[src/rtl/mem_port_arbiter_pkg.sv]
// rtl/mem_port_arbiter_pkg.sv - shared widths and enums for the unified memory port arbiter
// Contents: ADDR_W/D_SIZE defaults, counter width for the fetch starvation count,
//           rd_owner_t (which port owns the read data returning next cycle),
//           arb_state_t (halt drain sequencing).
package mem_port_arbiter_pkg;

  localparam int ADDR_W   = 10;
  localparam int D_SIZE   = 32;
  localparam int STARVE_W = 4;

  typedef enum logic [1:0] {
    NONE = 2'd0,
    IF   = 2'd1,
    DM   = 2'd2
  } rd_owner_t;

  typedef enum logic [1:0] {
    RUN    = 2'd0,
    DRAIN  = 2'd1,
    HALTED = 2'd2
  } arb_state_t;

endpackage

[src/rtl/mem_port_arbiter_sat_counter.sv]
// rtl/mem_port_arbiter_sat_counter.sv - saturating up-counter with synchronous clear
// Ports: clk, rst_n (async active-low), inc (count up, stops at MAX),
//        clr (synchronous clear, wins over inc), cnt (current count).
module sat_counter #(
  parameter int               WIDTH = 4,
  parameter logic [WIDTH-1:0] MAX   = '1
) (
  input  logic             clk,
  input  logic             rst_n,
  input  logic             inc,
  input  logic             clr,
  output logic [WIDTH-1:0] cnt
);

  logic [WIDTH-1:0] cnt_q, cnt_d;

  always_comb begin
    cnt_d = cnt_q;
    if (clr) begin
      cnt_d = '0;
    end else if (inc && (cnt_q != MAX)) begin
      cnt_d = cnt_q + 1'b1;
    end
  end

  always_ff @(posedge clk or negedge rst_n) begin
    if (!rst_n) begin
      cnt_q <= '0;
    end else begin
      cnt_q <= cnt_d;
    end
  end

  assign cnt = cnt_q;

endmodule

[src/rtl/mem_port_arbiter.sv]
// rtl/mem_port_arbiter.sv - fetch/data arbiter for the single unified memory
// Ports: clk, reset (async active-low);
//        fetch port  if_req/if_addr -> if_gnt, if_rvalid/if_rdata;
//        data port   dm_req/dm_we/dm_addr/dm_wdata -> dm_gnt, dm_rvalid/dm_rdata;
//        memory      mem_en/mem_we/mem_addr/mem_wdata out, mem_rdata in (1-cycle registered);
//        control     halt in, halted out, stall_cycles out.
module mem_port_arbiter
  import mem_port_arbiter_pkg::*;
#(
  parameter int ADDR_W     = mem_port_arbiter_pkg::ADDR_W,
  parameter int D_SIZE     = mem_port_arbiter_pkg::D_SIZE,
  parameter int STARVE_MAX = 4
) (
  input  logic              clk,
  input  logic              reset,
  input  logic              if_req,
  input  logic [ADDR_W-1:0] if_addr,
  output logic              if_gnt,
  output logic              if_rvalid,
  output logic [D_SIZE-1:0] if_rdata,
  input  logic              dm_req,
  input  logic              dm_we,
  input  logic [ADDR_W-1:0] dm_addr,
  input  logic [D_SIZE-1:0] dm_wdata,
  output logic              dm_gnt,
  output logic              dm_rvalid,
  output logic [D_SIZE-1:0] dm_rdata,
  output logic              mem_en,
  output logic              mem_we,
  output logic [ADDR_W-1:0] mem_addr,
  output logic [D_SIZE-1:0] mem_wdata,
  input  logic [D_SIZE-1:0] mem_rdata,
  input  logic              halt,
  output logic              halted,
  output logic [31:0]       stall_cycles
);

  localparam logic [STARVE_W-1:0] STARVE_MAX_C = STARVE_W'(STARVE_MAX);

  arb_state_t          state_q;
  logic                halted_q;
  rd_owner_t           rd_owner_q, rd_owner_d;
  logic [D_SIZE-1:0]   if_rdata_q, dm_rdata_q;
  logic [STARVE_W-1:0] starve_cnt;
  logic                if_win, dm_win;
  logic                if_denied, dm_denied;

  // Data wins a tie unless fetch has been denied STARVE_MAX cycles in a row.
  // Fetch is only eligible in RUN; data is served until HALTED.
  assign if_win = (state_q == RUN) && if_req && (!dm_req || (starve_cnt == STARVE_MAX_C));
  assign dm_win = (state_q != HALTED) && dm_req && !if_win;

  assign if_denied = if_req && !if_win;
  assign dm_denied = dm_req && !dm_win;

  // Reset masks only the outputs; the internal state is held in reset anyway,
  // so keeping reset out of the flop data paths costs nothing.
  assign if_gnt    = if_win && reset;
  assign dm_gnt    = dm_win && reset;
  assign mem_en    = if_gnt || dm_gnt;
  assign mem_we    = dm_gnt && dm_we;
  assign mem_addr  = if_gnt ? if_addr : (dm_gnt ? dm_addr : '0);
  assign mem_wdata = mem_we ? dm_wdata : '0;

  always_comb begin
    rd_owner_d = NONE;
    if (if_win) begin
      rd_owner_d = IF;
    end else if (dm_win && !dm_we) begin
      rd_owner_d = DM;
    end
  end

  // The owning port sees mem_rdata live; the other port replays its last word.
  assign if_rvalid = (rd_owner_q == IF);
  assign dm_rvalid = (rd_owner_q == DM);
  assign if_rdata  = if_rvalid ? mem_rdata : if_rdata_q;
  assign dm_rdata  = dm_rvalid ? mem_rdata : dm_rdata_q;

  always_ff @(posedge clk or negedge reset) begin
    if (!reset) begin
      rd_owner_q <= NONE;
      if_rdata_q <= '0;
      dm_rdata_q <= '0;
    end else begin
      rd_owner_q <= rd_owner_d;
      if (rd_owner_q == IF) begin
        if_rdata_q <= mem_rdata;
      end
      if (rd_owner_q == DM) begin
        dm_rdata_q <= mem_rdata;
      end
    end
  end

  // Halt sequencing: a halt deassertion during DRAIN is deliberately ignored,
  // and HALTED only leaves through reset.
  always_ff @(posedge clk or negedge reset) begin
    if (!reset) begin
      state_q  <= RUN;
      halted_q <= 1'b0;
    end else begin
      case (state_q)
        RUN: begin
          if (halt) begin
            state_q <= DRAIN;
          end
        end
        DRAIN: begin
          if ((rd_owner_q == NONE) && !dm_req) begin
            state_q  <= HALTED;
            halted_q <= 1'b1;
          end
        end
        HALTED: begin
          state_q <= HALTED;
        end
        default: begin
          state_q <= RUN;
        end
      endcase
    end
  end

  assign halted = halted_q;

  sat_counter #(
    .WIDTH (STARVE_W),
    .MAX   (STARVE_MAX_C)
  ) u_starve_cnt (
    .clk   (clk),
    .rst_n (reset),
    .inc   (if_denied),
    .clr   (!if_denied),
    .cnt   (starve_cnt)
  );

  sat_counter #(
    .WIDTH (32),
    .MAX   (32'hFFFF_FFFF)
  ) u_stall_cnt (
    .clk   (clk),
    .rst_n (reset),
    .inc   ((if_denied || dm_denied) && (state_q != HALTED)),
    .clr   (1'b0),
    .cnt   (stall_cycles)
  );

endmodule

[config.mk]
export PLATFORM = sky130hd
export DESIGN_NAME = mem_port_arbiter
export DESIGN_NICKNAME = d
export VERILOG_FILES = /design/src/rtl/mem_port_arbiter_pkg.sv /design/src/rtl/mem_port_arbiter_sat_counter.sv /design/src/rtl/mem_port_arbiter.sv
export SDC_FILE = /design/constraint.sdc
export NUM_CORES = 1
export LEC_CHECK = 0
export ABC_AREA = 1
export CAP_MARGIN = 20
export CORE_ASPECT_RATIO = 0.5
export CORE_MARGIN = 5
export CORE_UTILIZATION = 39
export CTS_CLUSTER_DIAMETER = 60
export CTS_CLUSTER_SIZE = 12
export DETAILED_ROUTE_END_ITERATION = 12
export PLACE_DENSITY = 0.81
export SLEW_MARGIN = 15
export SYNTH_ARGS = -nofsm -noshare
export SYNTH_HDL_FRONTEND = slang
export SYNTH_SLANG_ARGS = --single-unit
[constraint.sdc]
create_clock -name clk -period 1.9 [get_ports clk]
set_clock_uncertainty 0.05 [all_clocks]
set_input_delay 0.285 -clock clk [delete_from_list [all_inputs] [get_ports clk]]
set_output_delay 0.285 -clock clk [all_outputs]
set_load 0.01 [all_outputs]
# Yosys cells after proc, flatten, opt, wreduce, memory -nomap -nowiden
# Cells that the tools add are included.
# classes
add_sub_neg	2
mul	0
div_mod_pow	0
magnitude_cmp	0
n_eq_ne	11
n_shift	0
muxes	12
bitwise	0
reduce_logical	25
# op_table
cell	count
32-bit 2-to-1 mux	3
32-bit by 1-bit adder with 32-bit output, second input constant	1
32-bit != test, second input constant	1
10-bit 2-to-1 mux	2
1-bit logical AND	14
2-bit 2-to-1 mux	4
4-bit 2-to-1 mux	2
2-bit != test, second input constant	3
2-bit case mux with 3 select lines	1
4-bit by 1-bit adder with 4-bit output, second input constant	1
2-bit by 1-bit equality test with 1-bit output, second input constant	2
2-bit equality test, second input constant	2
4-bit by 3-bit equality test with 1-bit output, second input constant	1
1-bit logical NOT	4
2-bit logical NOT	2
4-bit by 3-bit != test with 1-bit output, second input constant	1
2-bit AND reduction	2
1-bit logical OR	3
2-bit by 1-bit != test with 1-bit output, second input constant	1
# word_totals
register_bits	105
latch_bits	0
mem_bits_rw	0
mem_bits_ro	0
out_inout_bits	145
n_memories	0

# Depth between registers and ports, before layout
# Gate-level depths: netlist of the first run.
# logic_depth
word_depth	10
depth_mapped	11
ltp_nobuf	10

# By module
# From an unflattened synthesis of the first run, not the netlist that was laid out.
# hier_totals
cells_unflattened	763
hier_area_um2	5725.5
# modules_own_cells
module	n_inst	cells_per_inst	area_each_um2	seq_area_each_um2
mem_port_arbiter	1	389	3240.6	1726.7
sat_counter (u_stall_cnt)	1	345	2243.4	800.8
sat_counter (u_starve_cnt)	1	29	241.5	100.1

# Worst setup path after synthesis of the first run
# Ideal clock, no wire load.
# synth_path
kind	register to output
from	register u_starve_cnt.cnt_q[0] (netlist: u_starve_cnt.cnt[0])
to	output mem_addr[0]
arrival_ns	1.588
required_time_ns	1.565
path_slack_ns	-0.023
path_stages_with_launch	11
n_path_buf	1
path_cell_list	dfrtp_1 inv_1 ha_1 nand3_1 a21oi_2 inv_1 nand3_1 inv_1 clkbuf_1 nand2_1 nand2_1
# synth_via
elab_chain_len	8
# synth_rtl
element	line_no	source
start, declared	mem_port_arbiter_sat_counter.sv:15	logic [WIDTH-1:0] cnt_q, cnt_d;
start signal, assigned	mem_port_arbiter_sat_counter.sv:30	cnt_q <= cnt_d;
4-bit by 3-bit equality test with 1-bit output	mem_port_arbiter.sv:50	assign if_win = (state_q == RUN) && if_req && (!dm_req || (starve_cnt == STARVE_MAX_C));
1-bit logical OR	mem_port_arbiter.sv:50	
1-bit logical AND	mem_port_arbiter.sv:50	
net if_win	mem_port_arbiter.sv:45	logic if_win, dm_win;
1-bit logical NOT	mem_port_arbiter.sv:51	assign dm_win = (state_q != HALTED) && dm_req && !if_win;
1-bit logical AND	mem_port_arbiter.sv:51	
1-bit logical AND	mem_port_arbiter.sv:59	assign dm_gnt = dm_win && reset;
net dm_gnt	mem_port_arbiter.sv:25	output logic dm_gnt,
10-bit 2-to-1 mux (2 in series)	mem_port_arbiter.sv:62	assign mem_addr = if_gnt ? if_addr : (dm_gnt ? dm_addr : '0);
end, declared	mem_port_arbiter.sv:30	output logic [ADDR_W-1:0] mem_addr,
# The timed path passes the listed nets, and every way through them passes these cells.

# Worst setup path in the final report of the first run
# layout_path
from	register u_starve_cnt.cnt_q[0] (netlist: u_starve_cnt.cnt[0])
to	output mem_wdata[11]
# layout_via
elab_chain_len	8
# layout_rtl
element	line_no	source
4-bit by 3-bit equality test with 1-bit output	mem_port_arbiter.sv:50	
1-bit logical OR	mem_port_arbiter.sv:50	
1-bit logical AND	mem_port_arbiter.sv:50	
net if_win	mem_port_arbiter.sv:45	
1-bit logical NOT	mem_port_arbiter.sv:51	
1-bit logical AND	mem_port_arbiter.sv:51	
1-bit logical AND	mem_port_arbiter.sv:59	
1-bit logical AND	mem_port_arbiter.sv:61	assign mem_we = dm_gnt && dm_we;
32-bit 2-to-1 mux	mem_port_arbiter.sv:63	assign mem_wdata = mem_we ? dm_wdata : '0;
end, declared	mem_port_arbiter.sv:31	output logic [D_SIZE-1:0] mem_wdata,
# The timed path passes the listed nets, and every way through them passes these cells.

==> impl_results.md, run 1 <==
* Overall die area at 16400 um^2
* Initial Util at 0.398
* Synth-to-layout area growth at 79.7%
* Highest Signal Layer: met4
* Number of synthesized register bits at 105
* Final hold violation count at 0
* Distinct cell type count of the synthesized netlist at 25
* Starting DRT DRC Count at 439
* Worst setup slack after placement at -0.594 ns
* Max-cap violation count at 0
* Post-Syn Area per Cell at 7.23 um^2
* Result of the run: finished with violations
* Peak supply drop at 859 uV
* Final antenna diode count at 0
* Vias in the first global route at 6112
* Overflow left after global routing at 0
* Total via count in the routed design at 6048
* Cells after Synth at 744
* Largest driver fanout on the critical path at 8
* Number of optimization iterations in the first detailed-route pass at 5
* Via-per-instance ratio at 4.85
* Transition time of the tightest slew-check pin at 0.906 ns
* M1 WL at 7670 um
* Arr. time, crit path at 1.92 ns
* Number of warning messages in the yosys log at 0
* Min-delay worst type: in2async
* Maximum clock insertion buffer count at 2
* Rows at 30
* Horizontal die dimension at 176 um
* Antenna violations before repair at 0
* Max-slew violation count at 0
* Most common library cell in the layout ignoring fill and taps: nand2_1
* Share of synthesized area occupied by flip-flops and latches at 0.488
* Remaining routing DRC violations at 0
* Clock sink total at 105
* Global-route usage over all layers at 0.231
* Root Buffer: clkbuf_16
* Core Region at 13500 um^2
* H-tree Lvls at 3
* Met2 Wirelength at 11300 um
* Worst slew margin relative to its limit at 0.396
* Setup repair after global routing missed its margin: yes
* Layout net count at 1163
* Post-route clock period utilization at 1.19
* Number of buffers inserted during clock tree synthesis at 9
* Routed length per instance at 16.4 um
* Clock latency reported for the late side of the worst-skew pair at 0.35 ns
* Final wirelength at 20500 um
* Vertical die dimension at 93.1 um
* Largest net degree at the start of global routing at 71
* Clock slew seen by the registers of the worst setup and hold paths at 0.08 ns
* Post-synthesis cell area at 5380 um^2
* Detailed route wirelength on metal3 at 1030 um
* Achievable frequency at 443 MHz
* Critical path endpoint category: output port
* TritonCTS clock tree: done
* Final setup violation count at 100
* CP Data Required Time at 1.56 ns
* Net count after synthesis at 841
* Commonest non-fill, non-tap cells in the layout: nand2_1, clkdlybuf4s50_1, dfrtp_1, inv_1, buf_2
* Wire length of the first global-routing pass at 30600 um
* Violated checks: negative setup slack
* Total power divided by cell area at 1200 nW/um^2
* Final worst-path setup slack at -0.359 ns
* Count of buffers from port buffering at 234
* HPWL after detailed placement at 13400 um
* Fraction of final layout cells sized beyond drive strength 1 at 0.348
* Post-layout utilization of the core at 0.716
* Minimum clock period at 2.26 ns
* Startpoint Class: register
* Pleak at 4.94 nW
* Kind of critical path: reg2out
* IO Count at 235
* Final RePlAce weighted congestion at 0.881
* Count of antenna-violating nets left after detailed routing at 0
-- worst paths after layout --
kind                                            startpoint                              end  slack (ns)  cells after the start
hold reg to reg                   dm_rdata_q[26]$_DFF_PN0_         dm_rdata_q[26]$_DFF_PN0_        0.42                      2
setup reg to reg            u_stall_cnt.cnt[1]$_DFFE_PN0P_  u_stall_cnt.cnt[29]$_DFFE_PN0P_        0.08                     11
max in group asynchronous                            reset  u_stall_cnt.cnt[26]$_DFFE_PN0P_        0.52                      3
setup / recovery           u_starve_cnt.cnt[0]$_DFFE_PN0P_                    mem_wdata[11]       -0.36                     12
min in group clk                  dm_rdata_q[26]$_DFF_PN0_         dm_rdata_q[26]$_DFF_PN0_        0.42                      2
hold / removal                                       reset         if_rdata_q[15]$_DFF_PN0_       0.005                      2
-- kinds of logic after synthesis --
family	after synthesis	share of synthesized area
buffers and inverters	137	0.100
xor gates and xnor gates	14	0.0228
adders and majority gates	7	0.0163
DFF	105	0.488
and+or+nand+nor	403	0.299
AOI/OAI and AO/OA	78	0.0737
-- through the flow --
stage          total power [mW]  TNS, ns  instances  area (um^2)  hold WS (ns)
3_3_place_gp               8.23   -22.90       1203         8470        0.0440
2_1_floorplan              5.16        0        744         5380       -0.0606
3_5_place_dp               8.38   -28.57       1203         8470        0.0430
4_1_cts                    10.4   -14.25       1235         8940        0.0226
5_1_grt                    12.3   -22.93       1247         9670        0.0306
6_report                   11.6   -16.32       1247         9670       0.00539
-- metal layers --
| metal | GRT usage | vias up |
|---|---|---|
| li1 | - | 2896 |
| met1 | 0.274 | 2906 |
| met2 | 0.425 | 205 |
| met3 | 0.0473 | 41 |
| met4 | 0.0713 | 0 |
| met5 | 0 | - |
-- synthesized netlist by cell type, drive strengths merged --
cell type	number	share of area
xnor2	8	0.013
clkbuf	13	0.0091
nand4	5	0.0058
nor2	88	0.066
nor3	1	0.00093
o21bai	1	0.0014
o21ai	71	0.066
nor4	1	0.0012
nand2	288	0.21
buf	9	0.011
inv	115	0.080
nand3	19	0.018
nand3b	1	0.0014
xor2	6	0.0098
a21oi	6	0.0063
dfrtp	105	0.49
ha	7	0.016
-- where the power goes --
group	switching, mW	internal, mW
sequential	0.342	3.01
combinational	3.08	3.12
clock	0.906	1.18
total	4.33	7.32
-- worst max-delay path: stages (launching register included) --
cell	delay, ns
dfrtp_1	0.37
inv_2	0.06
ha_4	0.16
nand3_4	0.07
a21oi_4	0.06
inv_2	0.08
nand3_4	0.09
inv_4	0.08
nand2_4	0.07
buf_12	0.14
buf_16	0.14
nor2_1	0.11
buf_2	0.15
-- cell type report --
| class | instances | area (um^2) |
|---|---|---|
| Multi-Input combinational cell | 502 | 2920 |
| Inverter | 115 | 449 |
| Tap cell | 176 | 220 |
| Sequential cell | 105 | 2630 |
| Clock inverter | 7 | 110 |
| Fill cell | 1007 | 3840 |
| Clock buffer | 9 | 225 |
| Timing Repair Buffer | 332 | 3110 |
| Timing Repair inverter | 1 | 7.51 |
-- state kept, by name (all words and copies together) (netlist names) --
register          count
dm_rdata_q           32
halted                1
if_rdata_q           32
rd_owner_q            2
state_q               2
u_stall_cnt.cnt      32
u_starve_cnt.cnt      4
-- repair_timing --
item	CTS	global route
buffers inserted	9	9
gates cloned	7	7
pin swaps	8	5
hold endpoints to repair	1	0
gates resized for setup	656	125
hold buffers	1	0
endpoints found under the setup margin	112	128
(Power assumes the default switching activity.)
==> run 2, diff against run 1 <==
- CORE_MARGIN: 5 -> 2
- TNS_END_PERCENT: default -> 100
==> run 2 against run 1 <==
  * The flow still finishes with violations (negative setup slack)
  * Critical endpoint is now mem_wdata[25]
  * Count of clock-buffer cells in the layout is the same
  * Largest cell class unchanged
  * Register-to-register slack got worse by 0.50 ns
  * Hold slack improved by 0.45 ns
  * Combinational power rose by 29%
==> impl_results.md, run 2 (synthesis gave the netlist of run 1 again) <==
* Final antenna diode count at 0 (unchanged)
* Final hold violation count at 0 (unchanged)
* Largest driver fanout on the critical path at 8 (unchanged)
* IO Count at 235 (unchanged)
* Via-per-instance ratio at 5.21 (+7.5%)
* Remaining routing DRC violations at 0 (unchanged)
* Destination of the worst hold path: if_rdata_q[31]$_DFF_PN0_
* Reg2reg setup slack at -0.42 ns (-0.50 ns)
* Min-delay worst type: reg2reg
* Hold path start: if_rdata_q[31]$_DFF_PN0_
* Clock sink total at 105 (unchanged)
* Post-route clock period utilization at 1.27 (+0.0781)
* Vias in the first global route at 6061 (-0.83%)
* Capture instance of the worst register-to-register path: u_starve_cnt.cnt[2]$_DFFE_PN0P_
* Root Buffer: clkbuf_16
* Count of antenna-violating nets left after detailed routing at 0 (unchanged)
* Final RePlAce weighted congestion at 0.895 (+1.6%)
* Length in cells of the worst reg-to-reg path at 16 (+5)
* Largest net degree at the start of global routing at 80 (+13%)
* Count of buffers from port buffering at 234 (unchanged)
* Kind of critical path: reg2out
* Initial Util at 0.398 (unchanged)
* Rows at 30 (unchanged)
* Most common library cell in the layout ignoring fill and taps: nand2_1
* Final wirelength at 25800 um (+26%)
* Result of the run: finished with violations
* Final worst-path setup slack at -0.508 ns (-0.148 ns)
* Total via count in the routed design at 6679 (+10%)
* HPWL after detailed placement at 12500 um (-6.8%)
* Number of buffers inserted during clock tree synthesis at 9 (unchanged)
* Pleak at 5.33 nW (+7.8%)
* Worst setup startpoint: u_starve_cnt.cnt[1]$_DFFE_PN0P_
* Antenna violations before repair at 0 (unchanged)
* Worst slew margin relative to its limit at 0.557 (+0.161)
* Multi-input gate area in the final layout at 3410 um^2 (+17%)
* Starting DRT DRC Count at 536 (+22%)
* Max-cap violation count at 0 (unchanged)
* Peak supply drop at 1040 uV (+21%)
* Worst reg2reg path startpoint: u_starve_cnt.cnt[1]$_DFFE_PN0P_
* Hold Path Cell Cnt at 2
* Overall power at 13.5 mW (+16%)
* Sequential standard cell area at 2630 um^2 (+0.19%)
* Overflow left after global routing at 0 (unchanged)
* Global-route usage over all layers at 0.265 (+0.0338)
* Setup repair after global routing missed its margin: yes
* Arr. time, crit path at 2.07 ns (+0.15 ns)
* Vertical die dimension at 87.1 um (-6.4%)
* Clock slew seen by the registers of the worst setup and hold paths at 0.09 ns (about the same)
* Maximum clock insertion buffer count at 2 (unchanged)
* Horizontal die dimension at 170 um (-3.4%)
* Final setup violation count at 109 (+9.0%)
* Final Hold Slack at 0.455 ns (+0.449 ns)
* H-tree Lvls at 3 (unchanged)
* Synth-to-layout area growth at 101%
* CP Data Required Time at 1.56 ns (about the same)
* Startpoint Class: register
* Max-slew violation count at 0 (unchanged)
* Minimum clock period at 2.41 ns (+0.148 ns)
* Clock latency reported for the late side of the worst-skew pair at 0.37 ns (+0.02 ns)
* Layout net count at 1197 (+2.9%)
* Transition time of the tightest slew-check pin at 0.664 ns (-0.241 ns)
* Violated checks: negative setup slack
* Number of optimization iterations in the first detailed-route pass at 5 (unchanged)
* Achievable frequency at 415 MHz (-6.2%)
* Total power divided by cell area at 1250 nW/um^2 (+4.2%)
* Routed length per instance at 20.1 um (+23%)
* Wire length of the first global-routing pass at 30600 um (about the same)
* Critical path endpoint category: output port
* Core Region at 13500 um^2 (unchanged)
* TritonCTS clock tree: done
* Commonest non-fill, non-tap cells in the layout: nand2_1, clkdlybuf4s50_1, inv_1, dfrtp_1, buf_4
* Overall die area at 14800 um^2 (-9.6%)
* Fraction of final layout cells sized beyond drive strength 1 at 0.418 (+0.0698)
* Filler cell count in the final layout at 728 (-28%)
-- run 2: cell types whose count changed in the layout (fill, tap and decap cells not counted), moves of 4 or more --
cell and delta:
nand2_2 +19, dfrtp_2 +4, buf_6 +38, o21ai_4 +33
buf_16 +5, o21ai_2 -31, nand2_1 -42, buf_4 +8
nor2_2 +5, clkbuf_16 +4, buf_2 -24, nand2_4 +21
dfrtp_1 -4
-- run 2: where the power goes --
group | internal (mW) | switching, mW
sequential | 3.01 | 0.544
combinational | 4.15 | 3.85
clock | 0.944 | 1.03
-- run 2: area by class of cell --
cell class | instances | share of cell area
Clock buffer | 9 | 0.0209
Tap cell | 176 | 0.0204
Timing Repair Buffer | 366 | 0.349
Sequential cell | 105 | 0.244
Timing Repair inverter | 1 | 0.000696
Clock inverter | 7 | 0.00719
Inverter | 115 | 0.0419
Multi-Input combinational cell | 502 | 0.316
-- run 2: per-stage QoR --
stage	setup TNS [ns]	area [um^2]	util	std cells	worst slack (ns)
final	-32.86	10800	0.798	1281	-0.508
after global routing	-37.71	10800	0.798	1281	-0.567
after CTS	-18.39	9430	0.698	1257	-0.363
after detailed placement	-25.50	8420	0.623	1202	-0.520
after global placement	-21.71	8420	0.623	1202	-0.460
after floorplan	0	5380	-	744	0.00312
-- run 2: critical path, stage by stage, from the launching register on --
cell and delay (ns):
dfrtp_1 0.39, inv_2 0.07, ha_4 0.17, nand3_4 0.11, a21oi_4 0.07, inv_2 0.08, nand3_4 0.09, inv_6 0.10
nand2_4 0.07, buf_12 0.14, buf_16 0.14, nor2_2 0.11, buf_2 0.14
-- run 2: worst max-delay path by stage --
stage / slack (ns) / cells past startpoint / endpoint
floorplan: 0.003 / 10 / mem_we
global placement: -0.46 / 9 / mem_wdata[30]
detailed placement: -0.52 / 8 / mem_addr[1]
CTS: -0.36 / 12 / mem_wdata[7]
global route: -0.57 / 12 / mem_wdata[25]
finish: -0.51 / 12 / mem_wdata[25]
-- run 2: timing repair --
item,4_1_cts,5_1_grt
pin swaps,14,17
setup buffers,28,16
hold buffers,2,0
endpoints found under the setup margin,112,141
gates cloned,11,11
hold endpoints to repair,26,0
resized for setup,701,229
-- run 2: metal layers --
metal / track usage / vias to the layer above / wire length, um
met5: 0 / - / 0
met4: 0.120 / 0 / 1450
met3: 0.0532 / 120 / 1560
met2: 0.467 / 361 / 13100
met1: 0.318 / 3230 / 9630
li1: - / 2968 / -
